<file path="config.mk">
export PLATFORM = sky130hd
export DESIGN_NAME = pipeline_if
export DESIGN_NICKNAME = d
export VERILOG_FILES = /design/src/rtl/pipeline_if_pkg.sv /design/src/rtl/pipeline_if_fetch_buf.sv /design/src/rtl/pipeline_if.sv
export SDC_FILE = /design/constraint.sdc
export NUM_CORES = 1
export LEC_CHECK = 0
export BUFFER_PORTS_ARGS = -buffer_cell sky130_fd_sc_hd__buf_4
export CORE_UTILIZATION = 30
export DETAILED_ROUTE_END_ITERATION = 16
export PLACE_DENSITY_LB_ADDON = 0.25
export SLEW_MARGIN = 20
export SYNTH_ARGS = -nofsm -noshare
export SYNTH_HDL_FRONTEND = slang
export SYNTH_SLANG_ARGS = --single-unit
</file>
<file path="constraint.sdc">
create_clock -name clk -period 5.8 [get_ports clk]
set_input_delay 1.16 -clock clk [delete_from_list [all_inputs] [get_ports clk]]
set_output_delay 1.16 -clock clk [all_outputs]
set_load 0.005 [all_outputs]
</file>
<file path="src/rtl/pipeline_if_pkg.sv">
// pipeline_if_pkg -- shared constants and types for the instruction fetch stage.
//   COMMON_WIDTH     : datapath width (address and instruction)
//   NOP_INST         : instruction presented when nothing valid is buffered
//   INST_ADDR_STEP   : sequential fetch increment
//   FETCH_BUF_DEPTH  : fetch buffer depth, 2 when IF_PREFETCH_EN is defined, else 1
//   if_state_e       : fetch FSM state encoding
package pipeline_if_pkg;

    localparam int unsigned COMMON_WIDTH = 32;

    localparam logic [COMMON_WIDTH-1:0] NOP_INST       = 32'h0000_0013;
    localparam logic [COMMON_WIDTH-1:0] INST_ADDR_STEP = 32'd4;

`ifdef IF_PREFETCH_EN
    localparam int unsigned FETCH_BUF_DEPTH = 2;
`else
    localparam int unsigned FETCH_BUF_DEPTH = 1;
`endif

    typedef enum logic [1:0] {
        S_FETCH = 2'd0,
        S_WAIT  = 2'd1,
        S_DROP  = 2'd2
    } if_state_e;

endpackage

</file>
<file path="src/rtl/pipeline_if_fetch_buf.sv">
// if_fetch_buf -- small in-order buffer of {pc, instruction} pairs.
//   clk, rst          : clock, asynchronous active-low reset
//   push, push_pc,
//   push_inst         : write one entry at the tail (ignored when full and not popping)
//   pop               : drop the head entry (ignored when empty)
//   flush             : discard all entries; wins over push and pop
//   head_pc, head_inst: head entry (undefined when empty)
//   full, empty       : occupancy flags
module if_fetch_buf
    import pipeline_if_pkg::*;
#(
    parameter int unsigned DEPTH = 1
) (
    input  logic                    clk,
    input  logic                    rst,
    input  logic                    push,
    input  logic [COMMON_WIDTH-1:0] push_pc,
    input  logic [COMMON_WIDTH-1:0] push_inst,
    input  logic                    pop,
    input  logic                    flush,
    output logic [COMMON_WIDTH-1:0] head_pc,
    output logic [COMMON_WIDTH-1:0] head_inst,
    output logic                    full,
    output logic                    empty
);

    localparam int unsigned CW = $clog2(DEPTH + 1);

    logic [COMMON_WIDTH-1:0] pc_mem   [DEPTH];
    logic [COMMON_WIDTH-1:0] inst_mem [DEPTH];
    logic [CW-1:0]           count;
    logic [CW-1:0]           wr_idx;
    logic                    do_push;
    logic                    do_pop;

    assign full      = (count == CW'(DEPTH));
    assign empty     = (count == '0);
    assign head_pc   = pc_mem[0];
    assign head_inst = inst_mem[0];

    always_comb begin
        do_pop  = pop && !empty;
        do_push = push && (!full || do_pop);
        // Entry 0 is always the head, so the tail slot moves down when popping.
        wr_idx  = count - CW'(do_pop);
    end

    always_ff @(posedge clk or negedge rst) begin
        if (!rst) begin
            count <= '0;
        end else if (flush) begin
            count <= '0;
        end else begin
            count <= count + CW'(do_push) - CW'(do_pop);
        end
    end

    // Storage needs no reset: contents are only observed through count.
    always_ff @(posedge clk) begin
        if (!flush) begin
            if (do_pop) begin
                for (int unsigned i = 0; i + 1 < DEPTH; i++) begin
                    pc_mem[i]   <= pc_mem[i+1];
                    inst_mem[i] <= inst_mem[i+1];
                end
            end
            if (do_push) begin
                for (int unsigned i = 0; i < DEPTH; i++) begin
                    if (CW'(i) == wr_idx) begin
                        pc_mem[i]   <= push_pc;
                        inst_mem[i] <= push_inst;
                    end
                end
            end
        end
    end

endmodule

</file>
<file path="src/rtl/pipeline_if.sv">
// pipeline_if -- instruction fetch stage with a single outstanding memory request.
// Build option: define IF_PREFETCH_EN for a 2-entry fetch buffer (default 1 entry).
//   clk, rst               : clock, asynchronous active-low reset
//   block                  : downstream stall, 1 = instruction not accepted this cycle
//   jump_en, jump_addr     : one-cycle redirect request and its target
//   imem_req, imem_addr    : memory request and address
//   imem_gnt               : memory accepted the request this cycle
//   imem_rvalid, imem_rdata: returned instruction, one per granted request
//   inst_out, pc_out       : buffered instruction and its address
//   inst_valid             : inst_out/pc_out hold a real instruction
module pipeline_if
    import pipeline_if_pkg::*;
#(
    parameter logic [COMMON_WIDTH-1:0] RESET_PC = 32'h0000_0000
) (
    input  logic                    clk,
    input  logic                    rst,
    input  logic                    block,
    input  logic                    jump_en,
    input  logic [COMMON_WIDTH-1:0] jump_addr,
    output logic                    imem_req,
    output logic [COMMON_WIDTH-1:0] imem_addr,
    input  logic                    imem_gnt,
    input  logic                    imem_rvalid,
    input  logic [COMMON_WIDTH-1:0] imem_rdata,
    output logic [COMMON_WIDTH-1:0] inst_out,
    output logic [COMMON_WIDTH-1:0] pc_out,
    output logic                    inst_valid
);

    if_state_e               state, next_state;
    logic [COMMON_WIDTH-1:0] pc, pc_next;
    logic [COMMON_WIDTH-1:0] req_pc, req_pc_next;
    logic                    push;
    logic                    pop;
    logic                    granted;
    logic                    outstanding;
    logic                    full;
    logic                    empty;
    logic [COMMON_WIDTH-1:0] head_pc;
    logic [COMMON_WIDTH-1:0] head_inst;

    assign pop        = !empty && !block;
    assign inst_valid = !empty;
    assign inst_out   = empty ? NOP_INST : head_inst;
    assign pc_out     = empty ? '0 : head_pc;
    assign imem_addr  = pc;

    always_comb begin
        next_state  = state;
        pc_next     = pc;
        req_pc_next = req_pc;
        imem_req    = 1'b0;
        granted     = 1'b0;
        push        = 1'b0;
        outstanding = 1'b0;

        unique case (state)
            S_FETCH: begin
                // Occupancy is judged after this cycle's pop so a 1-entry
                // buffer still sustains one instruction per two cycles.
                imem_req = rst && (!full || pop);
                granted  = imem_req && imem_gnt;
                if (granted) begin
                    req_pc_next = pc;
                    pc_next     = pc + INST_ADDR_STEP;
                    next_state  = S_WAIT;
                end
            end
            S_WAIT: begin
                if (imem_rvalid) begin
                    push       = 1'b1;
                    next_state = S_FETCH;
                end
            end
            S_DROP: begin
                if (imem_rvalid) begin
                    next_state = S_FETCH;
                end
            end
            default: next_state = S_FETCH;
        endcase

        if (jump_en) begin
            // Only a response still in flight after this cycle must be dropped;
            // one arriving now is discarded by suppressing the push.
            outstanding = granted ||
                          ((state == S_WAIT || state == S_DROP) && !imem_rvalid);
            push        = 1'b0;
            pc_next     = jump_addr;
            next_state  = outstanding ? S_DROP : S_FETCH;
        end
    end

    always_ff @(posedge clk or negedge rst) begin
        if (!rst) begin
            state  <= S_FETCH;
            pc     <= RESET_PC;
            req_pc <= '0;
        end else begin
            state  <= next_state;
            pc     <= pc_next;
            req_pc <= req_pc_next;
        end
    end

    if_fetch_buf #(
        .DEPTH(FETCH_BUF_DEPTH)
    ) u_fetch_buf (
        .clk      (clk),
        .rst      (rst),
        .push     (push),
        .push_pc  (req_pc),
        .push_inst(imem_rdata),
        .pop      (pop),
        .flush    (jump_en),
        .head_pc  (head_pc),
        .head_inst(head_inst),
        .full     (full),
        .empty    (empty)
    );

endmodule

</file>
==> results of run 1 <==
[state kept, by name (all words and copies together) (netlist names)]
register and count:
imem_addr 32, req_pc 32, state 2, u_fetch_buf.full 1
u_fetch_buf.inst_mem 32, u_fetch_buf.pc_mem 32
[cell usage after synthesis, types with 2 or more instances]
library cell / count
nor3b_1: 2
nor4_1: 4
a22oi_1: 3
nor3_1: 5
o311ai_0: 6
xnor2_1: 2
nor2_1: 18
dfrtp_1: 67
edfxtp_1: 64
o21ai_0: 12
and3_1: 4
or4_1: 11
clkbuf_1: 21
nand2_1: 35
inv_1: 8
buf_2: 3
a21boi_0: 2
a21oi_1: 5
or4b_1: 4
nand2b_1: 4
a31oi_1: 9
and4_1: 5
ha_1: 4
o31ai_1: 14
nand3_1: 28
mux2_2: 28
nand4_1: 15
buf_1: 2
nor2b_1: 7
and2_1: 63
o211ai_1: 3
[per-stage QoR]
stage          hold WS (ns)  area [um^2]
2_1_floorplan         0.419         5800
3_3_place_gp          0.425         7290
3_5_place_dp          0.431         7290
4_1_cts               0.444         7860
5_1_grt               0.452         7860
6_report              0.443         7860
[final timing paths]
path	cells after the start	endpoint	from	slack (ns)
setup / recovery	4	imem_req	rst	2.21
hold / removal	0	u_fetch_buf.pc_mem[0][22]$_DFFE_PP_	req_pc[22]$_DFFE_PN0P_	0.44
setup reg to reg	6	u_fetch_buf.inst_mem[0][25]$_DFFE_PP_	u_fetch_buf.full$_DFF_PN0_	2.78
hold reg to reg	0	u_fetch_buf.pc_mem[0][22]$_DFFE_PP_	req_pc[22]$_DFFE_PN0P_	0.44
max in group asynchronous	1	u_fetch_buf.full$_DFF_PN0_	rst	4.32
min in group asynchronous	1	req_pc[6]$_DFFE_PN0P_	rst	0.86
[power groups by stage]
stage | combinational (mW) | clock (mW) | sequential (mW)
after global routing | 0.375 | 1.12 | 1.27
after CTS | 0.342 | 1.08 | 1.25
final | 0.337 | 1.04 | 1.25
after floorplan | 0.206 | 0 | 1.23
after detailed placement | 0.341 | 0 | 1.26
after global placement | 0.330 | 0 | 1.26
[worst max-delay path: cells and delay by family]
kind,cells,cell delay (ns)
and+or+nand+nor,1,0.12
buffers and inverters,2,0.80
AOI/OAI and AO/OA,1,0.34
[layout by cell type, fill, tap and decap left out, types with 2 or more instances in the layout]
cell type     n
buf_4       169
dfrtp_1      66
edfxtp_1     64
and2_1       63
nand2_1      35
mux2_2       28
nand3_1      27
nor2_1       18
clkbuf_16    17
nand4_1      15
o31ai_1      14
o21ai_0      12
or4_1        11
a31oi_1       9
inv_1         8
o311ai_0      6
nor2b_1       6
and4_1        5
nor3_1        5
a21oi_1       5
clkinv_2      5
nand2b_1      4
and3_1        4
clkinv_1      4
or4b_1        4
nor4_1        4
ha_1          4
o211ai_1      3
a22oi_1       3
bufinv_16     3
xnor2_1       2
a21boi_0      2
nor3b_1       2
clkbuf_1      2
clkinvlp_4    2
[cell families after synthesis]
kind of cell | count (synthesis) | synth area share (%)
compound gates | 62 | 7.42
xor+xnor | 2 | 0.302
fa+ha+maj | 4 | 0.863
buf+inv | 37 | 2.61
flops | 131 | 62.1
mux | 29 | 5.61
simple gates | 211 | 21.1
[routing by layer]
layer	vias to the layer above	routed length [um]	GRT usage [%]
met1	2144	6340	19.0
li1	2081	-	-
met2	158	7250	24.9
met5	-	0	0
met4	0	254	6.69
met3	28	770	3.70
[final cells by class]
| type | count | area share [%] |
|---|---|---|
| repair buffers | 169 | 16.1 |
| clock buffers | 19 | 5.51 |
| multi-input cells | 308 | 26.2 |
| well taps | 260 | 4.14 |
| clock inverters | 13 | 1.80 |
| inverters | 9 | 0.430 |
| flip-flops and latches | 131 | 45.8 |
==> metrics.md, run 1 <==
| Metric | Value |
|---|---|
| Pins Over Slew Limit | 0 |
| Syn Area/Cell | roughly 12 um^2 |
| Max Freq | roughly 280 MHz |
| Drt via density | 4.85 |
| Nets | 710 |
| Placed cell count | ~880 |
| Largest net degree at the start of global routing | 70 |
| Yosys Warn Count | 0 |
| Yosys top cell area share | roughly a third |
| CP max stage delay | between 0.6 and 0.7 ns |
| CTS buffer count | 17 |
| Maximum clock insertion buffer count | 2 |
| CTS tree | yes |
| # setup viols final | 0 |
| Finished Layout Cells | 909 |
| Yosys cell types | 49 |
| Comb power frac | about 13% |
| CP Class | in -> out |
| Rel. slew slack | 34.1% |
| Syn_nets | 550 |
| Switching share of power | a little under a quarter |
| # diodes | 0 |
| Post-route ant nets | 0 |
| Post-Route WL | 14,600 um |
| Final Util | 41.8% |
| Total power | 2.63 mW |
| Largest cells by area after synthesis | edfxtp_1 (33%), dfrtp_1 (29%), and2_1 (6.8%) |
| Initial antenna violation count | 0 |
| Share of cells above drive strength 1 | 35.9% |
| Max Clock Skew | 0.00630 ns |
| Path type of the worst min-delay path | reg -> reg |
| Most frequent cell on the critical path | buf_4 |
| Crit-path cells | buf_4 > a21bo_2 > nor2_1 > buf_4 |
| Crit Path Max Fanout | 69 |
| Outcome | complete, no violations |
| Detailed Routing Iterations Pass 1 | 5 |
| # DRC | 0 |
| CP endpoint kind | primary output |
| Pre-CTS setup slack | between 1.5 and 2 ns |
| Psw | about 0.63 mW |
| Initial Util | between 30% and 40% |
| RSZ-0062 raised after global routing | no |
| Final setup TNS | 0 ns |
| Hpwl dp | 10,100 um |
| Yosys top cell by area | edfxtp_1 |
| Clock sinks | 131 |
| Synth async-reset ratio | 51.1% |
| Synthesis-stage register bit count | 131 |
| Critical path required time | around 4.6 ns |
| Row count | 50 |
| Number of synthesized flops with an enable pin | 64 |
| H-tree depth | 4 |
| CP Launch Type | primary input |
| Clock-pin slew on the worst setup and hold paths | 0.05 ns |
| Clk_lat worst skew | 0.42 ns |
| FF+latch area | 0.00360 mm^2 |
| Final Cycle Share | 61.9% |
| Fin worst setup slack | 2.21 ns |
| Critical-path top delay cell | buf_4 |
| Int Power | 2.00 mW |
| Quantity of I/O buffers inserted on ports | 167 |
| Mapped Cells | 476 |
| Critical path arrival | 2.43 ns |
| Routability Congestion | around 0.8 |
| Peak supply drop | 0.000161 V |
| PD cells | 334 mW/mm^2 |
| Core box area | 0.0188 mm^2 |
| Tmin final | 3.59 ns |
| Clock power frac | 39.7% |
| Max-cap violation count | 0 |
| Die Height | 141 um |
| Synthesis-to-finish area growth | 35.6% |
| Clock Tree Root | clkbuf_16 |
| Final Hold Vio Count | 0 |
| GRT Total Usage | 15.2% |
| Routed length per instance | approximately 16 um |
| Seq/Total Area, Yosys | 62.1% |
| # fillers | roughly 1,800 |
| Die width | approximately 140 um |
| Vias in the first global route | 4,397 |
| First-pass GRT wire length | 22,900 um |
| Post_cts resized | 0 |
| Setup Buffers After CTS | 0 |
| Mapped Area | about 0.0058 mm^2 |
| Vias | 4,411 |
| Grt ovf | 0 |
| I/O pins | about 170 |
| Die ar. | 0.0199 mm^2 |
| Leak | around 3.2 nW |
| Multi-input logic area | 0.00206 mm^2 |
| Least-Margin Pin Slew | 0.980 ns |
| Seq pwr share | between 40 and 50% |
| Top FF cell, synth | dfrtp_1 |
| Hold buffers post-CTS | 0 |
| Initial DRC count | 216 |
No activity file was read; power rests on OpenSTA's default activity.
==> run 2, diff against run 1 <==
- clock period: 5.8 -> 3.3 ns (I/O delays scaled with it)
==> run 2 against run 1 <==
  * Critical path depth unchanged
  * Clock-buffer cell count up 4
  * Clock skew about the same
  * Design area shrank 0.19%
  * Final cell count rose by 0.55%
  * Setup slack worse by 1.3 ns
  * Largest power group unchanged
  * Highest routed layer unchanged
==> metrics.md, run 2 (synthesized netlist as in run 1, its figures left out) <==
| Metric | Value |
|---|---|
| M1 WL | 6620 um (+4.3%) |
| Max layer used | met4 |
| Clock power frac | 36.9% (-2.8 points) |
| CTS buffer count | 17 (unchanged) |
| Post_cts resized | 0 (unchanged) |
| Psw | 1.10 mW (+75%) |
| Peak supply drop | 0.000327 V (+100%) |
| Pins Over Slew Limit | 0 (unchanged) |
| Final Util | 41.7% (-0.080 points) |
| Pre-CTS setup slack | 0.725 ns (-1.27 ns) |
| Clock-pin slew on the worst setup and hold paths | 0.05 ns (about the same) |
| Core box area | 0.0188 mm^2 (unchanged) |
| Quantity of I/O buffers inserted on ports | 167 (unchanged) |
| Detailed Routing Iterations Pass 1 | 4 (-1) |
| Hpwl dp | 10,300 um (+1.8%) |
| CP Class | reg -> out |
| Critical path arrival | 1.71 ns (-0.72 ns) |
| Post-Route WL | 14,800 um (+1.2%) |
| Initial DRC count | 189 (-13%) |
| Routed length per instance | 16.2 um (+0.60%) |
| Drt via density | 4.83 (-0.50%) |
| Commonest non-fill, non-tap cell in the layout | buf_4 |
| Max Clock Skew | 0.00658 ns (+0.000280 ns) |
| # diodes | 0 (unchanged) |
| Maximum clock insertion buffer count | 2 (unchanged) |
| Clock sinks | 131 (unchanged) |
| Reg2Reg Setup Slack | 1.09 ns (-1.69 ns) |
| CTS tree | yes |
| Worst hold start | imem_rdata[13] |
| Initial Util | 30.8% (unchanged) |
| Comb power frac | 13.6% (+0.8 points) |
| Leak | 3.23 nW (+0.18%) |
| RSZ-0062 raised after global routing | no |
| Grt ovf | 0 (unchanged) |
| Total power | 4.43 mW (+69%) |
| CP max stage delay | 0.42 ns (-0.25 ns) |
| Seq pwr share | 49.5% (+2.1 points) |
| CP Launch Type | flip-flop |
| Setup Buffers After CTS | 0 (unchanged) |
| I/O pins | 168 (unchanged) |
| Path type of the worst min-delay path | in -> reg |
| Final setup TNS | 0 ns (unchanged) |
| Post-Layout Inst Area | 0.00785 mm^2 (-0.19%) |
| Row count | 50 (unchanged) |
| Int Power | 3.33 mW (+67%) |
| Rel. slew slack | 36.8% (+2.7 points) |
| # fillers | 1,805 (-0.99%) |
| Vias in the first global route | 4,249 (-3.4%) |
| Nets | 715 (+0.70%) |
| Fin worst setup slack | 0.933 ns (-1.28 ns) |
| Post-route ant nets | 0 (unchanged) |
| DR WL met2 | 7200 um (-0.77%) |
| PD cells | 565 mW/mm^2 (+69%) |
| Max-cap violation count | 0 (unchanged) |
| Final Hold Vio Count | 0 (unchanged) |
| Final Cycle Share | 71.7% |
| # DRC | 0 (unchanged) |
| Initial antenna violation count | 0 (unchanged) |
| Synthesis-to-finish area growth | 35.3% |
| Finished Layout Cells | 914 (+0.55%) |
| Most frequent cells in the layout | buf_4 (173), dfrtp_1 (66), edfxtp_1 (64) |
| Max Freq | 422 MHz |
| Worst hold stages | 1 (+1) |
| Reg-to-Reg Start | u_fetch_buf.full$_DFF_PN0_ |
| Die Height | 141 um (unchanged) |
| Worst R2R End | imem_addr[10]$_DFFE_PN0P_ |
| Tmin final | ~2.4 ns |
| Hold buffers post-CTS | 0 (unchanged) |
| Clock Tree Root | clkbuf_16 |
| Most frequent cell on the critical path | buf_4 |
| GRT Total Usage | 15.3% (+0.11 points) |
| Metal3 WL | 734 um (-4.7%) |
| WHS | 0.422 ns (-0.0203 ns) |
| Critical path's top delay family | buffers and inverters |
| Die width | 141 um (unchanged) |
| Least-Margin Pin Slew | 0.939 ns (-0.0405 ns) |
| # setup viols final | 0 (unchanged) |
| Share of cells above drive strength 1 | 36.1% (+0.18 points) |
| R2R depth | 5 (-1) |
| Crit-path cells | buf_4 > a21bo_2 > nor2_1 > buf_4 |
| Routability Congestion | 0.826 (+6.0%) |
| Clk_lat worst skew | 0.41 ns (about the same) |
| CP endpoint kind | primary output |
| Vias | 4,413 (+0.045%) |
| First-pass GRT wire length | 23,100 um (+0.87%) |
| Area post-placement | 0.00734 mm^2 (+0.69%) |
| Die ar. | 0.0199 mm^2 (unchanged) |
| Critical path required time | 2.64 ns (-2.00 ns) |
| H-tree depth | 4 (unchanged) |
| Crit Path Max Fanout | 67 (-2.9%) |
| Placed cell count | 882 (+0.57%) |
| Cell depth of the worst setup path | 4 (unchanged) |
| Outcome | complete, no violations |
| Largest net degree at the start of global routing | 68 (-2.9%) |
| Switching share of power | 24.9% (+0.93 points) |
| Critical-path top delay cell | buf_4 |
| WHS Endpoint | u_fetch_buf.inst_mem[0][13]$_DFFE_PP_ |
| Buffer and inverter count on the worst path | 2 (unchanged) |
run 2: final cells by class:
class	count	area, um^2	area share, %
clock buffer	23	468	5.96
clock inverter	9	41.3	0.526
inverter	9	33.8	0.430
multi-input combinational	308	2060	26.3
sequential	131	3600	45.9
tap	260	325	4.15
timing repair buffer	174	1320	16.8
run 2: per-layer routing:
metal	vias up	track usage [%]
li1	2094	-
met1	2152	19.7
met2	146	24.5
met3	21	3.53
met4	0	6.75
met5	-	0
run 2: worst max-delay path by stage:
stage	from	endpoint	slack, ns
after floorplan	jump_en	u_fetch_buf.inst_mem[0][0]$_DFFE_PP_	0.38
after global routing	u_fetch_buf.full$_DFF_PN0_	imem_req	0.76
after CTS	u_fetch_buf.full$_DFF_PN0_	imem_req	0.87
after global placement	block	imem_addr[18]$_DFFE_PN0P_	0.76
final	u_fetch_buf.full$_DFF_PN0_	imem_req	0.93
after detailed placement	block	imem_addr[18]$_DFFE_PN0P_	0.73
run 2: power by group through the flow:
stage | sequential (mW) | clock [mW] | combinational (mW)
6_report | 2.19 | 1.64 | 0.603
5_1_grt | 2.22 | 1.76 | 0.675
4_1_cts | 2.19 | 1.69 | 0.612
3_5_place_dp | 2.22 | 0 | 0.610
3_3_place_gp | 2.20 | 0 | 0.591
2_1_floorplan | 2.16 | 0 | 0.363
==> run 3, diff against run 2 <==
- clock period: 3.3 -> 1.9 ns (I/O delays scaled with it)
==> run 3 against run 2 <==
  * Non-clock buffer count rose by 38
  * Critical path type unchanged
  * Routed wire length rose by 8.7%
  * Register-to-register slack got worse by 0.99 ns
  * Sequential share of layout area fell by 2.5 points
  * Final cell count rose by 4.3%
  * Flip-flop and latch count did not move
  * Largest cell class unchanged
  * Clock skew rose by 0.0035 ns
  * Global-route usage rose by 0.97 points
  * Setup slack got worse by 0.85 ns
  * Die area did not move
  * First-iteration DRC count rose by 21%
  * Power rose by 83%
==> metrics.md, run 3 (synthesized netlist as in run 1, its figures left out) <==
| Metric | Value |
|---|---|
| Outcome | complete, no violations |
| CP Class | reg -> out |
| Post-Layout Inst Area | 0.00830 mm^2 (+5.7%) |
| Drt via density | 4.88 (+1.0%) |
| Least-Margin Pin Slew | 0.653 ns (-0.286 ns) |
| Path type of the worst min-delay path | in -> async |
| H-tree depth | 4 (unchanged) |
| Clock-pin slew on the worst setup and hold paths | 0.06 ns (about the same) |
| # fillers | 1,784 (-1.2%) |
| GRT Total Usage | 16.2% (+0.97 points) |
| Detailed Routing Iterations Pass 1 | 4 (unchanged) |
| Rel. slew slack | 56.4% (+20 points) |
| Total power | 8.12 mW (+83%) |
| Quantity of I/O buffers inserted on ports | 167 (unchanged) |
| Fin worst setup slack | 0.0787 ns (-0.854 ns) |
| Critical path arrival | 1.44 ns (-0.27 ns) |
| I/O pins | 168 (unchanged) |
| Leak | 3.46 nW (+7.0%) |
| Nets | 754 (+5.5%) |
| CTS buffer count | 17 (unchanged) |
| Initial DRC count | 228 (+21%) |
| Post-route ant nets | 0 (unchanged) |
| Routed length per instance | 16.9 um (+4.3%) |
| Tmin final | 1.82 ns |
| CP endpoint kind | primary output |
| Synthesis-to-finish area growth | 43.1% |
| Initial Util | 30.8% (unchanged) |
| Area post-placement | 0.00768 mm^2 (+4.6%) |
| Crit Path Max Fanout | 4 (-94%) |
| Final Hold Vio Count | 0 (unchanged) |
| Vias in the first global route | 4,629 (+8.9%) |
| WHS | 0.0235 ns (-0.399 ns) |
| CP Launch Type | flip-flop |
| Largest net degree at the start of global routing | 56 (-18%) |
| Most frequent cells in the layout | buf_4 (206), dfrtp_1 (66), edfxtp_1 (64) |
| Hpwl dp | 11,400 um (+11%) |
| PD cells | 978 mW/mm^2 (+73%) |
| Commonest non-fill, non-tap cell in the layout | buf_4 |
| Hold buffers post-CTS | 0 (unchanged) |
| Die Height | 141 um (unchanged) |
| Peak supply drop | 0.000592 V (+81%) |
| Pre-CTS setup slack | -0.153 ns (-0.878 ns) |
| Final Util | 44.1% (+2.4 points) |
| Share of cells above drive strength 1 | 41.8% (+5.8 points) |
| Maximum clock insertion buffer count | 2 (unchanged) |
| Die width | 141 um (unchanged) |
| R2R depth | 5 (unchanged) |
| # diodes | 0 (unchanged) |
| Routability Congestion | 0.843 (+2.1%) |
| Vias | 4,648 (+5.3%) |
| Clk_lat worst skew | 0.42 ns (about the same) |
| Row count | 50 (unchanged) |
| Pins Over Slew Limit | 0 (unchanged) |
| Placed cell count | 920 (+4.3%) |
| Finished Layout Cells | 953 (+4.3%) |
| Clock Tree Root | clkbuf_16 |
| Core box area | 0.0188 mm^2 (unchanged) |
| First-pass GRT wire length | 24,600 um (+6.6%) |
| Post-Route WL | 16,100 um (+8.7%) |
| Grt ovf | 0 (unchanged) |
| Max-cap violation count | 0 (unchanged) |
| Clock sinks | 131 (unchanged) |
| Initial antenna violation count | 0 (unchanged) |
| # setup viols final | 0 (unchanged) |
| Critical path required time | 1.52 ns (-1.12 ns) |
| Max Clock Skew | 0.0101 ns (+0.00348 ns) |
| Final Cycle Share | 95.9% |
| CTS tree | yes |
| Die ar. | 0.0199 mm^2 (unchanged) |
| Final setup TNS | 0 ns (unchanged) |
| RSZ-0062 raised after global routing | yes |
| Max Freq | about 550 MHz |
| # DRC | 0 (unchanged) |
[run 3: changes by cell type in the layout (fill, tap and decap cells not counted), sizes merged]
cell | before | now
buf | 174 | 212
clkinv | 10 | 4
inv | 8 | 14
clkbuf | 23 | 19
clkinvlp | 0 | 4
nand4 | 16 | 17
[run 3: path summary, 6_finish.rpt]
path                                                 start                                     to  slack [ns]
worst max-delay path                  state[1]$_DFFE_PN0P_                               imem_req        0.08
worst min-delay path                                   rst               imem_addr[3]$_DFFE_PN0P_        0.02
worst max register to register  u_fetch_buf.full$_DFF_PN0_              imem_addr[24]$_DFFE_PN0P_        0.10
worst min register to register      req_pc[15]$_DFFE_PN0P_    u_fetch_buf.pc_mem[0][15]$_DFFE_PP_        0.44
max in group asynchronous                              rst                 req_pc[12]$_DFFE_PN0P_        1.36
min in group clk                            imem_rdata[28]  u_fetch_buf.inst_mem[0][28]$_DFFE_PP_        0.14
[run 3: critical path, cell delays in order (launching register included)]
cell and delay (ns):
dfrtp_1 0.39, inv_2 0.09, ha_4 0.19, inv_1 0.11, nor2_2 0.13, buf_4 0.12
[run 3: layout make-up]
| cell class | instances | area, um^2 | share of cell area (%) |
|---|---|---|---|
| flip-flops and latches | 131 | 3600 | 43.4 |
| multi-input cells | 309 | 2110 | 25.4 |
| repair buffers | 212 | 1670 | 20.1 |
| clock buffers | 19 | 464 | 5.59 |
| well taps | 260 | 325 | 3.92 |
| clock inverters | 13 | 97.6 | 1.18 |
| inverters | 9 | 33.8 | 0.407 |
[run 3: routing by layer]
metal | track usage [%] | part of all wire (%) | vias up
met5 | 0 | 0 | -
met4 | 7.15 | 2.1 | 0
met3 | 3.74 | 5.9 | 25
met2 | 26.6 | 49 | 175
met1 | 20.5 | 43 | 2271
li1 | - | - | 2177
[run 3: what timing repair did]
item,4_1_cts,5_1_grt
gates resized for setup,1,11
gates cloned,0,1
endpoints found under the setup margin,67,82
pin swaps,0,2
buffers inserted,0,0
[run 3: power by group]
part	internal (mW)	switching (mW)	leakage (nW)
Combinational	0.699	0.589	1.83
Sequential	3.50	0.252	1.36
Clock	1.79	1.29	0.269
